**config.mk**
```make
export PLATFORM = sky130hd
export DESIGN_NAME = capture_input_conditioner
export DESIGN_NICKNAME = d
export VERILOG_FILES = /design/src/rtl/capture_input_conditioner.sv
export SDC_FILE = /design/constraint.sdc
export NUM_CORES = 1
export LEC_CHECK = 0
export ABC_AREA = 1
export CORE_ASPECT_RATIO = 0.7
export CORE_UTILIZATION = 54
export CTS_CLUSTER_DIAMETER = 30
export CTS_CLUSTER_SIZE = 30
export DETAILED_ROUTE_END_ITERATION = 8
export PLACE_DENSITY = 0.75
export RECOVER_POWER = 25
export SLEW_MARGIN = 20
export SYNTH_ARGS = -nofsm -noshare
export SYNTH_HDL_FRONTEND = slang
export SYNTH_SLANG_ARGS = --single-unit
```
**constraint.sdc**
```tcl
create_clock -name clk_i -period 12.6 [get_ports clk_i]
set_input_delay 1.89 -clock clk_i [delete_from_list [all_inputs] [get_ports clk_i]]
set_output_delay 1.89 -clock clk_i [all_outputs]
set_load 0.03 [all_outputs]
```
**src/rtl/capture_input_conditioner.sv**
```systemverilog
// Capture-timer front end: per path synchroniser -> stability filter -> rising-edge pulse.
// Three independent paths (start, capture, rst_capture) per channel.
module cic_path #(
  parameter int SYNC_STAGES     = 2,
  parameter int FILTER_LEN      = 4,
  parameter int FILTER_BITWIDTH = 8
) (
  input  logic clk_i,
  input  logic rst_i,
  input  logic d_i,
  input  logic en_i,
  output logic level_o,
  output logic pulse_o
);
  localparam logic [FILTER_BITWIDTH-1:0] LAST = FILTER_BITWIDTH'(FILTER_LEN - 1);

  logic [SYNC_STAGES-1:0]     sync_q;
  logic                       f_q, f_d, pulse_q, pulse_d;
  logic [FILTER_BITWIDTH-1:0] cnt_q, cnt_d;
  logic                       s_w, accept_w;

  assign s_w      = sync_q[SYNC_STAGES-1];
  assign accept_w = (s_w != f_q) && (cnt_q == LAST);

  always_comb begin
    f_d     = f_q;
    cnt_d   = cnt_q;
    pulse_d = 1'b0;
    if (s_w == f_q) begin
      cnt_d = '0;
    end else if (accept_w) begin
      f_d     = s_w;
      cnt_d   = '0;
      // Only a 0->1 acceptance pulses; disabled channels drop the edge for good.
      pulse_d = s_w & en_i;
    end else begin
      cnt_d = cnt_q + FILTER_BITWIDTH'(1);
    end
  end

  always_ff @(posedge clk_i or posedge rst_i) begin
    if (rst_i) begin
      sync_q  <= '0;
      f_q     <= 1'b0;
      cnt_q   <= '0;
      pulse_q <= 1'b0;
    end else begin
      sync_q  <= {sync_q[SYNC_STAGES-2:0], d_i};
      f_q     <= f_d;
      cnt_q   <= cnt_d;
      pulse_q <= pulse_d;
    end
  end

  assign level_o = f_q;
  assign pulse_o = pulse_q;
endmodule

module capture_input_conditioner #(
  parameter int NB_CAPTURES     = 10,
  parameter int SYNC_STAGES     = 2,
  parameter int FILTER_LEN      = 4,
  parameter int FILTER_BITWIDTH = 8
) (
  input  logic                     clk_i,
  input  logic                     rst_i,
  input  logic [NB_CAPTURES-1:0]   start_in_i,
  input  logic [NB_CAPTURES-1:0]   capture_in_i,
  input  logic [NB_CAPTURES-1:0]   rst_capture_in_i,
  input  logic [NB_CAPTURES-1:0]   enable_i,
  output logic [NB_CAPTURES-1:0]   start_in_rising_o,
  output logic [NB_CAPTURES-1:0]   capture_in_rising_o,
  output logic [NB_CAPTURES-1:0]   rst_capture_in_rising_o,
  output logic [3*NB_CAPTURES-1:0] filtered_o
);
  // [ch][0]=start, [1]=capture, [2]=rst_capture; flattening gives bit 3*ch+k.
  logic [NB_CAPTURES-1:0][2:0] raw_w, lvl_w, pls_w;

  for (genvar ch = 0; ch < NB_CAPTURES; ch++) begin : g_ch
    assign raw_w[ch] = {rst_capture_in_i[ch], capture_in_i[ch], start_in_i[ch]};
    assign start_in_rising_o[ch]       = pls_w[ch][0];
    assign capture_in_rising_o[ch]     = pls_w[ch][1];
    assign rst_capture_in_rising_o[ch] = pls_w[ch][2];
    for (genvar k = 0; k < 3; k++) begin : g_path
      cic_path #(
        .SYNC_STAGES    (SYNC_STAGES),
        .FILTER_LEN     (FILTER_LEN),
        .FILTER_BITWIDTH(FILTER_BITWIDTH)
      ) u_path (
        .clk_i  (clk_i),
        .rst_i  (rst_i),
        .d_i    (raw_w[ch][k]),
        .en_i   (enable_i[ch]),
        .level_o(lvl_w[ch][k]),
        .pulse_o(pls_w[ch][k])
      );
    end
  end

  assign filtered_o = lvl_w;
endmodule

```
Word level (Yosys, flattened, before mapping)
Cells that the tools add are included.
{ "word_totals": {"ff_bits": 360, "inputBits": 42, "out_inout_bits": 60} }
{ "classes": {"n_addsub": 30, "eq_ne": 90, "muxes": 120, "bitwise_logic": 60, "reduce_logical": 60} }
{ "ops": {"columns": ["cell", "count"], "rows": [
  ["8-bit two-way mux", 60],
  ["8-bit by 1-bit adder with 8-bit output (second input constant)", 30],
  ["8-bit by 2-bit == test with 1-bit output (second input constant)", 30],
  ["1-bit two-way mux", 60],
  ["2-bit AND reduction", 30],
  ["1-bit AND", 30],
  ["1-bit == test", 30],
  ["1-bit logical AND", 30],
  ["1-bit inequality test", 30],
  ["1-bit NOT", 30]
]} }

Depth between registers and ports, before layout
Gate-level depths: netlist (run 1).
{ "logic_depth": {"ltp_word": 4, "mapped_depth": 7, "depth_no_buf": 7} }

Modules after synthesis
Synthesis (run 1) repeated with hierarchy kept, for this count alone.
{ "hier_totals": {"hier_cells": 2100, "area_unflattened_um2": 17566.8} }
{ "modules_own_cells": {"columns": ["module", "n_inst", "cells_each", "area_per_inst_um2", "seq_area_each_um2"], "rows": [
  ["cic_path", 30, 70, 585.6, 300.3]
]} }

Worst setup path after synthesis (run 1)
OpenSTA, ideal clock, no wires.
{ "synth_path": {"path_kind": "reg-to-output", "start": "register g_ch[3].g_path[1].u_path.f_q", "end": "output filtered_o[10]", "t_arrival_ns": 0.593, "t_required_ns": 10.710, "setup_slack_ns": 10.117, "path_stages_with_launch": 2, "cell_sequence": "dfrtp_1 buf_4"} }
{ "synth_lines": {"columns": ["item", "line", "text"], "rows": [
  ["start: declaration", "18", "logic f_q, f_d, pulse_q, pulse_d;"],
  ["start signal: assignment", "44", "f_q <= 1'b0;"],
  ["start signal: assignment", "49", "f_q <= f_d;"],
  ["end: declaration", "74", "output logic [3*NB_CAPTURES-1:0] filtered_o"]
]} }
No word-level cell between the ends.

==> reports/metrics.yaml, run 1 <==
status:
  status: "finished, final reports clean"
sta:
  timing.hold.ws_ns: 0.345
  clock_skew_ns: 0.0229
  slew_headroom_pct: 28.0
  finalSetupTns_ns: 0
  finalCriticalPeriod_ns: 4.16
  max_freq_mhz: 241
  grt_setup_unrepaired: "false"
  drv_slew: 0
  tightestPinTransition_ns: 1.08
  finalSetupViolCount: 0
  period_share_pct: 33.0
  setup_slack_ns: 8.44
  hold_viol: 0
logic_synthesis:
  syn_area_mm2: 0.0170
  synthCells: 2000
  yosysSeqAreaShare_pct: 53.0
  synth.avg_cell_area_um2: 8.51
  synthesis.nets: 2102
  synth-warning-count: 0
  synthDistinctLibCells: 24
  synth_seq_cells: 360
pwr:
  p_int_mw: 2.57
  fin_total_pwr_mw: 3.70
  pwr-share-seq_pct: 39.2
  p_sw_mw: 1.13
  power.leakage_nw: 9.97
  ir_worst_vdd_v: 0.000125
  power_density_mw_per_mm2: 185
  p_clk_share_pct: 41.9
  p_sw_share_pct: 30.6
  comb_power_share_pct: 18.9
floorplan:
  start_util_pct: 55.8
  coreArea_mm2: 0.0305
  rows: 53
  dieArea_mm2: 0.0322
  io_pins: 102
  die_y_um: 151
  die_w_um: 214
clock_tree:
  clk_pin_slew_worst_paths_ns: 0.05
  cts_hold_buf: 0
  htree_levels: 2
  clk_latency_ns: 0.56
  cts_buffer_depth: 3
  cts_made_buffers: 55
  cts_tree: "built"
  root_buffer: "clkbuf_16"
  ctsResizeCount: 0
  numClockSinks: 360
  cts_setup_buffers: 0
detailed_routing:
  vias: 12200
  drc: 0
  routed_wl_um: 28900
  drtAntennaViolNets: 0
  wl_per_cell_um: 11.3
  dr.pass1.iters: 5
  drt_iter0_markers: 664
  via_per_inst: 4.79
layout:
  final_common_cell: "nand2_1"
  nNetsFinal: 2202
  multi_input_area_mm2: 0.00673
  fillers: 2436
  design_area_mm2: 0.0200
  finalNonFillerCells: 2556
  seq_area_mm2: 0.00901
  fin_util_pct: 65.6
  layout_common_cells: "510 x nand2_1, 430 x nor2_1, 360 x dfrtp_1"
  drive_gt1_share_pct: 5.97
  area_growth_pct: 17.6
  insertedDiodeCount: 0
worst_setup_path:
  end_kind: "async pin"
  cp_max_fo: 187
  crit_required_ns: 13.12
  critical_path_class: "primary input to async pin"
  rr_worst_depth: 5
  worstPathArrival_ns: 4.67
  worst_setup_path_start_kind: "primary input"
global_routing:
  grt_pass1_vias: 11800
  grt_max_degree: 188
  overflow: 0
  antenna_found_initial: 0
  track_usage_pct: 18.9
  grt_pass1_wl_um: 51300
placement:
  place.gp.congestion: 0.813
  place_area_mm2: 0.0181
  dp_cells: 2455
  pre_cts_slack_ns: 7.78
  hpwl_um: 19400
  io_buffers: 101
worst_hold_path:
  hold_class: "flip-flop to flip-flop"
  min_delay_path_depth: 0
run:
  maxCapViolations: 0
## power groups by stage
stage,Sequential [mW],Clock [mW],Combinational (mW)
6_report,1.45,1.55,0.701
5_1_grt,1.47,1.65,0.803
4_1_cts,1.45,1.59,0.719
3_5_place_dp,1.47,0,0.711
3_3_place_gp,1.46,0,0.689
2_1_floorplan,1.44,0,0.576
## cell families after synthesis
| kind of cell | count (synthesis) | synth area share [%] |
|---|---|---|
| and+or+nand+nor | 1146 | 27.8 |
| DFF | 360 | 53.0 |
| buffers and inverters | 270 | 7.28 |
| xor gates and xnor gates | 90 | 4.77 |
| AOI/OAI and AO/OA | 74 | 2.78 |
| adders and majority gates | 60 | 4.41 |
## path summary, 6_finish.rpt
check                                                                   from                                           end  slack (ns)
worst max-delay path                                                   rst_i  g_ch[7].g_path[1].u_path.level_o$_DFFE_PP0P_        8.44
worst min-delay path            g_ch[6].g_path[0].u_path.sync_q[0]$_DFF_PP0_  g_ch[6].g_path[0].u_path.sync_q[1]$_DFF_PP0_        0.34
worst max register to register   g_ch[3].g_path[2].u_path.cnt_q[0]$_DFF_PP0_    g_ch[3].g_path[2].u_path.pulse_o$_DFF_PP0_       11.19
worst min register to register  g_ch[6].g_path[0].u_path.sync_q[0]$_DFF_PP0_  g_ch[6].g_path[0].u_path.sync_q[1]$_DFF_PP0_        0.34
max in group clk_i              g_ch[4].g_path[1].u_path.level_o$_DFFE_PP0P_                                filtered_o[13]        9.02
min in group asynchronous                                              rst_i    g_ch[7].g_path[2].u_path.pulse_o$_DFF_PP0_        1.86
## final cells by class
cell class | count | share of cell area (%)
well taps | 412 | 2.58
repair buffers | 103 | 5.19
flip-flops and latches | 360 | 45.0
clock buffers | 65 | 7.48
clock inverters | 36 | 2.14
inverters | 210 | 3.98
multi-input cells | 1370 | 33.6
## sequential cells by signal (all words and copies together), names as in the netlist
register / count
g_ch.g_path.u_path.cnt_q: 240
g_ch.g_path.u_path.sync_q: 60
g_ch.g_path.u_path.level_o: 30
g_ch.g_path.u_path.pulse_o: 30
## routing by layer
metal  track usage (%)  up-vias  wire length, um
li1                  -     6351                -
met1              25.2     5710            14000
met2              31.0      156            13300
met3              4.28       32             1180
met4              5.32        0              402
met5                 0        -                0
## cells in the mapped netlist, drive strengths merged
master | n | share of area (%)
and2 | 1 | 0.037
nor3b | 4 | 0.26
inv | 210 | 4.6
nor3 | 12 | 0.53
xor2 | 57 | 2.9
nand4 | 14 | 0.51
or2 | 22 | 0.81
o21ai | 33 | 0.97
xnor2 | 33 | 1.8
buf | 60 | 2.6
o21bai | 41 | 1.8
nor2 | 440 | 10
ha | 60 | 4.4
dfrtp | 360 | 53
nand3 | 138 | 4.2
nand2 | 515 | 11
## critical path, cell delays in order
cell and delay [ns]:
clkdlybuf4s50_1 0.49, inv_8 0.53, buf_4 0.73, buf_12 0.64
Note: power is estimated with default switching activity, not from simulation.
==> run 2, diff against run 1 <==
CORE_UTILIZATION = 55   (was 54)
PLACE_DENSITY = 0.74   (was 0.75)
clock period = 4.3 ns   (was 12.6 ns; I/O delays follow)
==> run 2 against run 1 <==
  * Critical path type unchanged
  * Utilization rose by 1.2 points
  * Sequential cell count did not move
  * Worst hold slack got worse by 0.0010 ns
  * The flow now finishes with violations (max-capacitance violations, max-slew violations)
  * Largest cell class unchanged
  * Critical path depth fell by 1
  * Largest power group unchanged
  * Clock skew fell by 0.0020 ns
  * Non-clock buffer count rose by 1
  * Combinational power rose to 3.0 times the previous value
  * Sequential power rose to 2.9 times the previous value
==> reports/metrics.yaml, run 2 (same netlist as run 1, synthesis figures left out) <==
global_routing:
  grt_pass1_vias: 11900  # +1.3%
  overflow: 0  # unchanged
  track_usage_pct: 20.1  # +1.2 points
  grt_pass1_wl_um: 52700  # +2.6%
  antenna_found_initial: 0  # unchanged
  grt_max_degree: 153  # -19%
floorplan:
  start_util_pct: 56.3  # +0.49 points
  die_y_um: 149  # -0.90%
  coreArea_mm2: 0.0302  # -0.87%
  dieArea_mm2: 0.0316  # -1.8%
  io_pins: 102  # unchanged
  die_w_um: 212  # -0.91%
  rows: 53  # unchanged
worst_setup_path:
  critical_path_class: "primary input to async pin"
  worstPathArrival_ns: 2.87  # -1.80 ns
  end_kind: "async pin"
  worst_setup_path_start_kind: "primary input"
  cp_max_fo: 79  # -58%
  crit_required_ns: 4.60  # -8.52 ns
pwr:
  pwr-share-seq_pct: 38.1  # -1.1 points
  power_density_mw_per_mm2: 553  # +200%
  p_int_mw: 7.72  # +200%
  p_sw_share_pct: 30.9  # +0.34 points
  p_sw_mw: 3.45  # +210%
  ir_worst_vdd_v: 0.000378  # +200%
  comb_power_share_pct: 18.8  # about the same
  power.leakage_nw: 10.1  # +1.1%
  p_clk_share_pct: 43.2  # +1.3 points
layout:
  largest_reg_flops: 240  # unchanged
  reg_top3: "g_ch.g_path.u_path.cnt_q (240), g_ch.g_path.u_path.sync_q (60)"
  fillers: 2439  # +0.12%
  insertedDiodeCount: 0  # unchanged
  final_common_cell: "nand2_1"
  nNetsFinal: 2205  # +0.14%
  layout_common_cells: "510 x nand2_1, 428 x nor2_1, 360 x dfrtp_1"
  top_register: "g_ch.g_path.u_path.cnt_q"
  fin_util_pct: 66.8  # +1.2 points
  area_growth_pct: 18.7
  drive_gt1_share_pct: 6.64  # +0.67 points
detailed_routing:
  drtAntennaViolNets: 0  # unchanged
  wl_per_cell_um: 11.8  # +4.5%
  drc: 0  # unchanged
  vias: 12300  # +0.43%
  drt_iter0_markers: 722  # +8.7%
  via_per_inst: 4.80  # +0.12%
  routed_wl_um: 30200  # +4.8%
  dr.pass1.iters: 5  # unchanged
clock_tree:
  cts_tree: "built"
  clk_pin_slew_worst_paths_ns: 0.06  # about the same
  cts_setup_buffers: 0  # unchanged
  ctsResizeCount: 0  # unchanged
  cts_buffer_depth: 3  # unchanged
  htree_levels: 2  # unchanged
  cts_hold_buf: 0  # unchanged
  numClockSinks: 360  # unchanged
  clk_latency_ns: 0.58  # +0.02 ns
  cts_made_buffers: 57  # +3.6%
  root_buffer: "clkbuf_16"
placement:
  io_buffers: 101  # unchanged
  pre_cts_slack_ns: 2.34  # -5.45 ns
  hpwl_um: 20300  # +4.6%
  place.gp.congestion: 0.828  # +1.8%
status:
  status: "complete, but fails checks"
  violations: "max-capacitance violations, max-slew violations"
sta:
  grt_setup_unrepaired: "false"
  tightestPinTransition_ns: 1.93  # +0.852 ns
  period_share_pct: 59.8
  finalSetupTns_ns: 0  # unchanged
  max_freq_mhz: 389
  slew_headroom_pct: -28.8  # -57 points
  clock_skew_ns: 0.0210  # -0.00198 ns
  setup_slack_ns: 1.73  # -6.72 ns
  finalCriticalPeriod_ns: 2.57
  hold_viol: 0  # unchanged
  drv_slew: 80  # +80
  finalSetupViolCount: 0  # unchanged
worst_hold_path:
  hold_class: "flip-flop to flip-flop"
run:
  maxCapViolations: 1  # +1
## run 2: worst paths after layout
check | from | endpoint | depth (start not counted) | slack (ns)
setup / recovery | rst_i | g_ch[5].g_path[2].u_path.level_o$_DFFE_PP0P_ | 3 | 1.73
hold / removal | g_ch[0].g_path[0].u_path.sync_q[0]$_DFF_PP0_ | g_ch[0].g_path[0].u_path.sync_q[1]$_DFF_PP0_ | 0 | 0.34
setup reg to reg | g_ch[8].g_path[1].u_path.cnt_q[0]$_DFF_PP0_ | g_ch[8].g_path[1].u_path.cnt_q[0]$_DFF_PP0_ | 6 | 2.94
hold reg to reg | g_ch[0].g_path[0].u_path.sync_q[0]$_DFF_PP0_ | g_ch[0].g_path[0].u_path.sync_q[1]$_DFF_PP0_ | 0 | 0.34
max in group clk_i | g_ch[4].g_path[1].u_path.level_o$_DFFE_PP0P_ | filtered_o[13] | 1 | 1.91
min in group asynchronous | rst_i | g_ch[2].g_path[0].u_path.pulse_o$_DFF_PP0_ | 2 | 0.44
## run 2: cell type report
type,instances,area [um^2],share of cell area [%]
inverters,210,790,3.91
clock inverters,43,514,2.55
well taps,412,515,2.55
repair buffers,104,1060,5.23
multi-input cells,1370,6750,33.5
flip-flops and latches,360,9010,44.6
clock buffers,65,1550,7.67
## run 2: power groups by stage
| stage | Sequential (mW) | Combinational (mW) | Clock, mW |
|---|---|---|---|
| finish | 4.25 | 2.09 | 4.82 |
| global route | 4.32 | 2.39 | 5.10 |
| CTS | 4.26 | 2.14 | 4.94 |
| detailed placement | 4.30 | 2.11 | 0 |
| global placement | 4.26 | 2.05 | 0 |
| floorplan | 4.22 | 1.69 | 0 |
## run 2: through the flow
| stage | area (um^2) | total power [mW] | std cells | hold WS, ns |
|---|---|---|---|---|
| floorplan | 17000 | 5.90 | 2000 | 0.331 |
| global placement | 18200 | 6.31 | 2456 | 0.331 |
| detailed placement | 18200 | 6.41 | 2456 | 0.335 |
| CTS | 20200 | 11.3 | 2564 | 0.300 |
| global route | 20200 | 11.8 | 2564 | 0.349 |
| finish | 20200 | 11.2 | 2564 | 0.344 |
## run 2: critical path: stages
cell           delay [ns]
dlygate4sd3_1        0.54
clkinvlp_2           0.20
clkbuf_2             1.41
## run 2: per-layer routing
metal / GRT usage, % / wire length, um / vias to the layer above
met5: 0 / 0 / -
met4: 6.59 / 699 / 0
met3: 4.48 / 1240 / 54
met2: 32.5 / 13900 / 166
met1: 26.8 / 14400 / 5750
li1: - / - / 6332
